File: src/rtl/alu_seq_pkg.sv
// Shared types for the registered ALU: opcodes, controller states, and the flag word.
package alu_seq_pkg;

  typedef enum logic [2:0] {
    OP_ADD = 3'd0,
    OP_LSL = 3'd1,
    OP_XOR = 3'd2,
    OP_AND = 3'd3,
    OP_CMP = 3'd4,
    OP_SET = 3'd5,
    OP_LSR = 3'd6,
    OP_SUB = 3'd7
  } alu_op_t;

  typedef enum logic [1:0] {
    ST_IDLE  = 2'd0,
    ST_SHIFT = 2'd1,
    ST_DONE  = 2'd2
  } alu_state_t;

  typedef struct packed {
    logic carry;
    logic zero;
    logic beven;
    logic parity;
    logic equal;
  } flags_t;

  localparam int FLAG_CARRY  = 4;
  localparam int FLAG_ZERO   = 3;
  localparam int FLAG_BEVEN  = 2;
  localparam int FLAG_PARITY = 1;
  localparam int FLAG_EQUAL  = 0;

  // Assemble a flag word by bit index so the layout lives in one place.
  function automatic flags_t pack_flags(input logic carry, input logic zero,
                                        input logic beven, input logic parity,
                                        input logic equal);
    logic [4:0] v;
    v              = '0;
    v[FLAG_CARRY]  = carry;
    v[FLAG_ZERO]   = zero;
    v[FLAG_BEVEN]  = beven;
    v[FLAG_PARITY] = parity;
    v[FLAG_EQUAL]  = equal;
    return flags_t'(v);
  endfunction

  function automatic logic is_shift_op(input alu_op_t op);
    return (op == OP_LSL) || (op == OP_LSR);
  endfunction

endpackage

File: src/rtl/alu_seq_shift.sv
// Logical shifter for the ALU: either a one-bit-per-cycle walker or a single-cycle barrel.
// In both variants result_o/carry_o are the values to latch once busy_o is low:
// for the iterative walker that is the outcome of the step taken on the coming edge.
module alu_shift_unit
  import alu_seq_pkg::*;
#(
  parameter int WIDTH      = 8,
  parameter int FAST_SHIFT = 0,
  parameter int CNT_W      = $clog2(WIDTH) + 1
) (
  input  logic             clk_i,
  input  logic             rst_ni,
  input  logic             load_i,
  input  logic             dir_left_i,
  input  logic [CNT_W-1:0] amount_i,
  input  logic [WIDTH-1:0] data_i,
  output logic             busy_o,
  output logic [WIDTH-1:0] result_o,
  output logic             carry_o
);

  if (FAST_SHIFT != 0) begin : g_barrel
    logic [WIDTH:0] left_ext;
    logic [WIDTH:0] right_ext;
    logic           unused_seq;

    assign unused_seq = ^{clk_i, rst_ni, load_i};

    // One guard bit on each side catches the last bit pushed out, even for a full-width shift.
    always_comb begin
      left_ext  = {1'b0, data_i} << amount_i;
      right_ext = {data_i, 1'b0} >> amount_i;
    end

    assign result_o = dir_left_i ? left_ext[WIDTH-1:0] : right_ext[WIDTH:1];
    assign carry_o  = dir_left_i ? left_ext[WIDTH]     : right_ext[0];
    assign busy_o   = 1'b0;
  end else begin : g_iter
    logic [WIDTH-1:0] work_q;
    logic [CNT_W-1:0] cnt_q;
    logic             dir_q;

    // Capture the operand on load, then step one bit per cycle until the count runs out.
    always_ff @(posedge clk_i or negedge rst_ni) begin
      if (!rst_ni) begin
        work_q <= '0;
        cnt_q  <= '0;
        dir_q  <= 1'b0;
      end else if (load_i) begin
        work_q <= data_i;
        cnt_q  <= amount_i;
        dir_q  <= dir_left_i;
      end else if (cnt_q != '0) begin
        work_q <= result_o;
        cnt_q  <= cnt_q - CNT_W'(1);
      end
    end

    assign result_o = dir_q ? {work_q[WIDTH-2:0], 1'b0} : {1'b0, work_q[WIDTH-1:1]};
    assign carry_o  = dir_q ? work_q[WIDTH-1] : work_q[0];
    assign busy_o   = cnt_q > CNT_W'(1);
  end

endmodule

File: src/rtl/alu_seq.sv
// Registered ALU with valid/ready handshake on both sides, carry-aware ADD/SUB,
// a latched flag word and an iterative or barrel shifter.
module alu_seq
  import alu_seq_pkg::*;
#(
  parameter int WIDTH      = 8,
  parameter int FAST_SHIFT = 0,
  parameter int CNT_W      = $clog2(WIDTH) + 1
) (
  input  logic             Clk,
  input  logic             Reset_n,
  input  logic             in_valid,
  output logic             in_ready,
  input  logic [2:0]       alu_op,
  input  logic [WIDTH-1:0] arg_0,
  input  logic [WIDTH-1:0] arg_1,
  input  logic             use_carry,
  input  logic             carry_in,
  output logic             out_valid,
  input  logic             out_ready,
  output logic [WIDTH-1:0] alu_out,
  output logic [4:0]       flags
);

  localparam logic [WIDTH-1:0] WIDTH_V = WIDTH'(WIDTH);
  localparam logic [CNT_W-1:0] WIDTH_C = CNT_W'(WIDTH);

  alu_state_t       state_q, state_d;
  logic [WIDTH-1:0] alu_out_q, alu_out_d;
  flags_t           flags_q, flags_d;
  logic             pend_parity_q, pend_parity_d;
  logic             pend_equal_q, pend_equal_d;

  alu_op_t          op;
  logic             accept;
  logic             cin;
  logic [WIDTH:0]   sum;
  logic [WIDTH:0]   diff;
  logic [CNT_W-1:0] sh_amt;
  logic             sh_load;
  logic             sh_busy;
  logic [WIDTH-1:0] sh_result;
  logic             sh_carry;
  logic [WIDTH-1:0] op_res;
  logic             op_carry;

  assign op       = alu_op_t'(alu_op);
  assign in_ready = (state_q == ST_IDLE) || ((state_q == ST_DONE) && out_ready);
  assign accept   = in_valid && in_ready;
  assign cin      = use_carry & carry_in;
  assign sum      = {1'b0, arg_0} + {1'b0, arg_1} + (WIDTH+1)'(cin);
  assign diff     = {1'b0, arg_0} - {1'b0, arg_1} - (WIDTH+1)'(cin);
  assign sh_amt   = (arg_1 >= WIDTH_V) ? WIDTH_C : arg_1[CNT_W-1:0];

  alu_shift_unit #(
    .WIDTH     (WIDTH),
    .FAST_SHIFT(FAST_SHIFT),
    .CNT_W     (CNT_W)
  ) u_shift (
    .clk_i     (Clk),
    .rst_ni    (Reset_n),
    .load_i    (sh_load),
    .dir_left_i(op == OP_LSL),
    .amount_i  (sh_amt),
    .data_i    (arg_0),
    .busy_o    (sh_busy),
    .result_o  (sh_result),
    .carry_o   (sh_carry)
  );

  // Next state, result and flags: finish a pending shift, release on out_ready, start on accept.
  always_comb begin
    state_d       = state_q;
    alu_out_d     = alu_out_q;
    flags_d       = flags_q;
    pend_parity_d = pend_parity_q;
    pend_equal_d  = pend_equal_q;
    sh_load       = 1'b0;
    op_res        = '0;
    op_carry      = 1'b0;

    unique case (state_q)
      ST_IDLE: ;
      ST_SHIFT: begin
        if (!sh_busy) begin
          alu_out_d = sh_result;
          flags_d   = pack_flags(sh_carry, sh_result == '0, ~sh_result[0],
                                 pend_parity_q, pend_equal_q);
          state_d   = ST_DONE;
        end
      end
      ST_DONE: begin
        if (out_ready) state_d = ST_IDLE;
      end
      default: state_d = ST_IDLE;
    endcase

    if (accept) begin
      state_d       = ST_DONE;
      pend_parity_d = ^arg_0;
      pend_equal_d  = (arg_0 == arg_1);

      unique case (op)
        OP_ADD: begin
          op_res   = sum[WIDTH-1:0];
          op_carry = sum[WIDTH];
        end
        OP_SUB: begin
          op_res   = diff[WIDTH-1:0];
          op_carry = ~diff[WIDTH];
        end
        OP_XOR: op_res = arg_0 ^ arg_1;
        OP_AND: op_res = arg_0 & arg_1;
        OP_SET: op_res = arg_1;
        OP_CMP: op_carry = (arg_0 >= arg_1);
        OP_LSL, OP_LSR: begin
          if (FAST_SHIFT != 0) begin
            op_res   = sh_result;
            op_carry = sh_carry;
          end else if (sh_amt == '0) begin
            op_res = arg_0;
          end else begin
            sh_load = 1'b1;
            state_d = ST_SHIFT;
          end
        end
        default: ;
      endcase

      if (state_d == ST_DONE) begin
        alu_out_d = op_res;
        if (op == OP_CMP) begin
          flags_d = pack_flags(op_carry, arg_0 == arg_1, 1'b1, ^arg_0, arg_0 == arg_1);
        end else begin
          flags_d = pack_flags(op_carry, op_res == '0, ~op_res[0], ^arg_0, arg_0 == arg_1);
        end
      end
    end
  end

  // Controller state and the registered result/flags; reset discards any in-flight op.
  always_ff @(posedge Clk or negedge Reset_n) begin
    if (!Reset_n) begin
      state_q       <= ST_IDLE;
      alu_out_q     <= '0;
      flags_q       <= '0;
      pend_parity_q <= 1'b0;
      pend_equal_q  <= 1'b0;
    end else begin
      state_q       <= state_d;
      alu_out_q     <= alu_out_d;
      flags_q       <= flags_d;
      pend_parity_q <= pend_parity_d;
      pend_equal_q  <= pend_equal_d;
    end
  end

  assign out_valid = (state_q == ST_DONE);
  assign alu_out   = alu_out_q;
  assign flags     = flags_q;

endmodule
File: config.mk
export PLATFORM = sky130hd
export DESIGN_NAME = alu_seq
export DESIGN_NICKNAME = d
export VERILOG_FILES = /design/src/rtl/alu_seq_pkg.sv /design/src/rtl/alu_seq_shift.sv /design/src/rtl/alu_seq.sv
export SDC_FILE = /design/constraint.sdc
export NUM_CORES = 1
export LEC_CHECK = 0
export BUFFER_PORTS_ARGS = -buffer_cell sky130_fd_sc_hd__buf_2
export CAP_MARGIN = 20
export CORE_ASPECT_RATIO = 0.6
export CORE_MARGIN = 8
export CORE_UTILIZATION = 30
export CTS_CLUSTER_DIAMETER = 200
export DETAILED_ROUTE_END_ITERATION = 6
export SETUP_SLACK_MARGIN = 0.02
export SYNTH_ARGS = -nofsm -noshare
export SYNTH_HDL_FRONTEND = slang
export SYNTH_SLANG_ARGS = --single-unit
File: constraint.sdc
create_clock -name Clk -period 1.9 [get_ports Clk]
set_input_delay 0.285 -clock Clk [delete_from_list [all_inputs] [get_ports Clk]]
set_output_delay 0.285 -clock Clk [all_outputs]
set_load 0.05 [all_outputs]
==> metrics.txt <==
setup slack on the worst flop-to-flop path 0.01 ns; post-DR vias/cell 5.18; setup clock skew after layout 0.00538 ns; post-synthesis cell count 379; cell with the most instances on the worst path fa_2; area of the core region 9980 um^2; Worst Path Buf+Inv 1; vias in the first global route 3,122; Worst setup SP type input pin; Internal Pwr Total 2620 uW; Net count, final 556; power density relative to cell area 1040 nW/um^2; Boundary Pins 40; total clock sinks 30; net switching fraction of the power 0.451; Min Clock Period, post-route 2.33 ns; violation count after the first detailed-routing iteration 368; met3 Resource Use GR 0.0478; Tot GR Track Use 0.154; Ant. Diodes 0; beginning of the worst register-to-register path u_shift.g_iter.cnt_q[0]$_DFFE_PN0P_; Post-synth EDFFs 0; count of nets left with antenna violations after detail routing 0; GRT met1 Usage 0.237; Placed Area 4090 um^2; required time at the endpoint of the critical path 2.09 ns; violations in the final reports negative setup slack; transition time at the pin with the least slew margin 0.698 ns; Cell variety after synth 58; Area Growth Syn to Fin 47.3%; standard cell with the maximum stage delay on the critical path fa_2; final routed wire length divided by cell count 17.3 um; data arrival time at the worst-slack endpoint 2.53 ns; Clock transition at path regs 0.05 ns; layout cell share with drive strength beyond 1 0.398; initial antenna violation count 0; critical path's top delay family adder cells; status finished, violations left; clock tree root driver cell clkbuf_16; Sw Pwr 2150 uW; Final setup violation count 11; Post-Route Setup TNS -2.41 ns; combinational group share of total power 0.572; worst hold path class in2async; Worst VDD drop 0.000599 V; terminus of the critical flop-to-flop path alu_out[6]$_DFF_PN0_; fraction of met2 tracks used by global routing 0.203; fill cell count 967; global-route layer with the greatest usage met1; # Max-Cap Violations 0; placed wire-length estimate after detailed placement 8.28 mm; Setup crit end kind flip-flop; static leakage 0.00214 uW; number of slew-limit violations in the final report 0; Post-synth top flop dfrtp_1; Final Hold Vio Count 0; routability congestion estimate 0.921; fin util 0.460; fraction of registers with async set or reset after synthesis 1.00; net count after synthesis 441; Setup Crit Path Kind in2reg; summed area of non-filler cells in the final layout 4590 um^2; Sequential Power Share 0.244; Synth warnings 0; FP Rows 28; Total Die Area 14,000 um^2; Longest Clk Path Bufs 2; worst-case headroom to the max-slew limit 0.535; longest individual stage delay on the worst path 0.41 ns; Post-Route WL 10.9 mm; # port buffers 39; latest clock arrival within the worst-skew pair 0.28 ns; maximum fanout encountered on the critical timing path 2; share of the clock period used by the worst path after layout 1.23; first-pass GRT wire length 17.1 mm; RSZ-0062 raised after global routing yes; via count 3,265; count of cells along the worst register-to-register path 9; post-synthesis sequential area ratio 0.241; clock tree from TritonCTS yes; clock power share 0.184; total standard cell area after synthesis 3120 um^2; Num CTS Buffers 5; H-tree depth 2; number of storage elements in the synthesis netlist 30; maximum operating frequency 429 MHz; starting utilization of the core area 0.312; mean instance size in the synthesized netlist 8.23 um^2; worst setup margin -0.433 ns; residual DRC count 0; largest net degree at the start of global routing 31; die width 148 um; aggregate global routing overflow 0; critical-path cell list buf_8 -> nand2_8 -> fa_2 -> fa_2 -> nand2b_4 -> a2111oi_4 -> nor3_2 -> xnor2_1 -> o221a_2 -> nand2_1 -> o31ai_2; final hold slack 0.0447 ns; height of the die 95.0 um; number of iterations in the first detailed-routing pass 5
==> cell usage after synthesis (3+ instances only) <==
| cell | number | area (um^2) |
|---|---|---|
| mux2_2 | 9 | 101 |
| nand2b_1 | 10 | 62.6 |
| a211oi_1 | 5 | 37.5 |
| a21oi_1 | 26 | 130 |
| buf_2 | 8 | 40.0 |
| o21ai_0 | 29 | 145 |
| fa_1 | 4 | 80.1 |
| a31oi_1 | 4 | 25.0 |
| mux2i_1 | 11 | 110 |
| nand4_1 | 3 | 18.8 |
| o22ai_1 | 3 | 18.8 |
| dfrtp_1 | 30 | 751 |
| inv_1 | 35 | 131 |
| xor2_1 | 4 | 35.0 |
| nand2_1 | 37 | 139 |
| o211ai_1 | 7 | 52.6 |
| nor2_1 | 24 | 90.1 |
| nor3_1 | 12 | 60.1 |
| a21o_1 | 3 | 22.5 |
| nor2b_1 | 6 | 37.5 |
| buf_1 | 4 | 15.0 |
| nand3_1 | 6 | 30.0 |
| o31ai_1 | 5 | 37.5 |
| ha_1 | 33 | 413 |
| xnor2_1 | 18 | 158 |
| nand3b_1 | 3 | 22.5 |
==> cell families after synthesis <==
family          count (synthesis)  synth area share
compound gates                100             0.203
mux                            20            0.0678
fa+ha+maj                      37             0.158
buf+inv                        53            0.0746
xor+xnor                       22            0.0618
simple gates                  117             0.195
flops                          30             0.241
==> power groups by stage <==
stage | Clock (uW) | Sequential (uW) | Combinational, uW
after detailed placement | 0 | 1160 | 2440
final | 877 | 1160 | 2730
after floorplan | 0 | 1490 | 1320
after global routing | 919 | 1200 | 2970
after global placement | 0 | 1150 | 2400
after CTS | 893 | 1160 | 2530
==> through the flow <==
step | cells | total power (uW) | setup slack (ns)
after global placement | 608 | 3550 | -0.830
after global routing | 630 | 5090 | -0.574
final | 630 | 4770 | -0.433
after floorplan | 379 | 2800 | -0.395
after detailed placement | 608 | 3610 | -0.822
after CTS | 620 | 4580 | -0.401
==> sequential cells by signal, summed over array words and instances (netlist names) <==
register,count
state_q,2
pend_equal_q,1
u_shift.g_iter.dir_q,1
flags,5
alu_out,8
u_shift.g_iter.work_q,8
pend_parity_q,1
u_shift.g_iter.cnt_q,4
==> timing repair <==
item / in CTS / in global routing
hold buffers: 0 / 0
setup buffers: 3 / 10
cloned: 1 / 0
pin swaps: 8 / 11
endpoints found under the setup margin: 12 / 13
gates resized for setup: 20 / 32
==> area by class of cell <==
cell class / instances / area, um^2 / area share
well taps: 135 / 169 / 0.0368
inverters: 35 / 131 / 0.0286
repair buffers: 126 / 937 / 0.204
multi-input cells: 296 / 2440 / 0.531
flip-flops and latches: 30 / 751 / 0.163
clock buffers: 8 / 166 / 0.0362
==> layer usage <==
layer / vias to the layer above / part of all wire
met5: - / 0
met2: 139 / 0.38
met3: 16 / 0.097
li1: 1565 / -
met4: 0 / 0.013
met1: 1545 / 0.51
==> placed cells by master, fill, tap and decap left out, types with 5 or more instances in the layout <==
cell type	instances
inv_1	32
a21oi_1	24
xnor2_1	15
ha_1	26
ha_4	5
nor3_1	8
nand2_1	36
buf_2	36
o21ai_0	22
nand3_1	5
nand2b_1	9
mux2i_1	11
mux2_2	9
nor2_1	22
o211ai_1	7
nor2b_1	6
buf_4	83
o21ai_1	5
clkbuf_16	5
dfrtp_1	30
==> how the worst max path moves through the flow <==
stage,start,endpoint,cells past startpoint
floorplan,use_carry,flags[3]$_DFF_PN0_,10
global placement,use_carry,flags[3]$_DFF_PN0_,13
detailed placement,use_carry,flags[3]$_DFF_PN0_,13
CTS,use_carry,flags[3]$_DFF_PN0_,11
global route,use_carry,flags[3]$_DFF_PN0_,11
finish,use_carry,flags[3]$_DFF_PN0_,11
No activity file was read; power rests on OpenSTA's default activity.
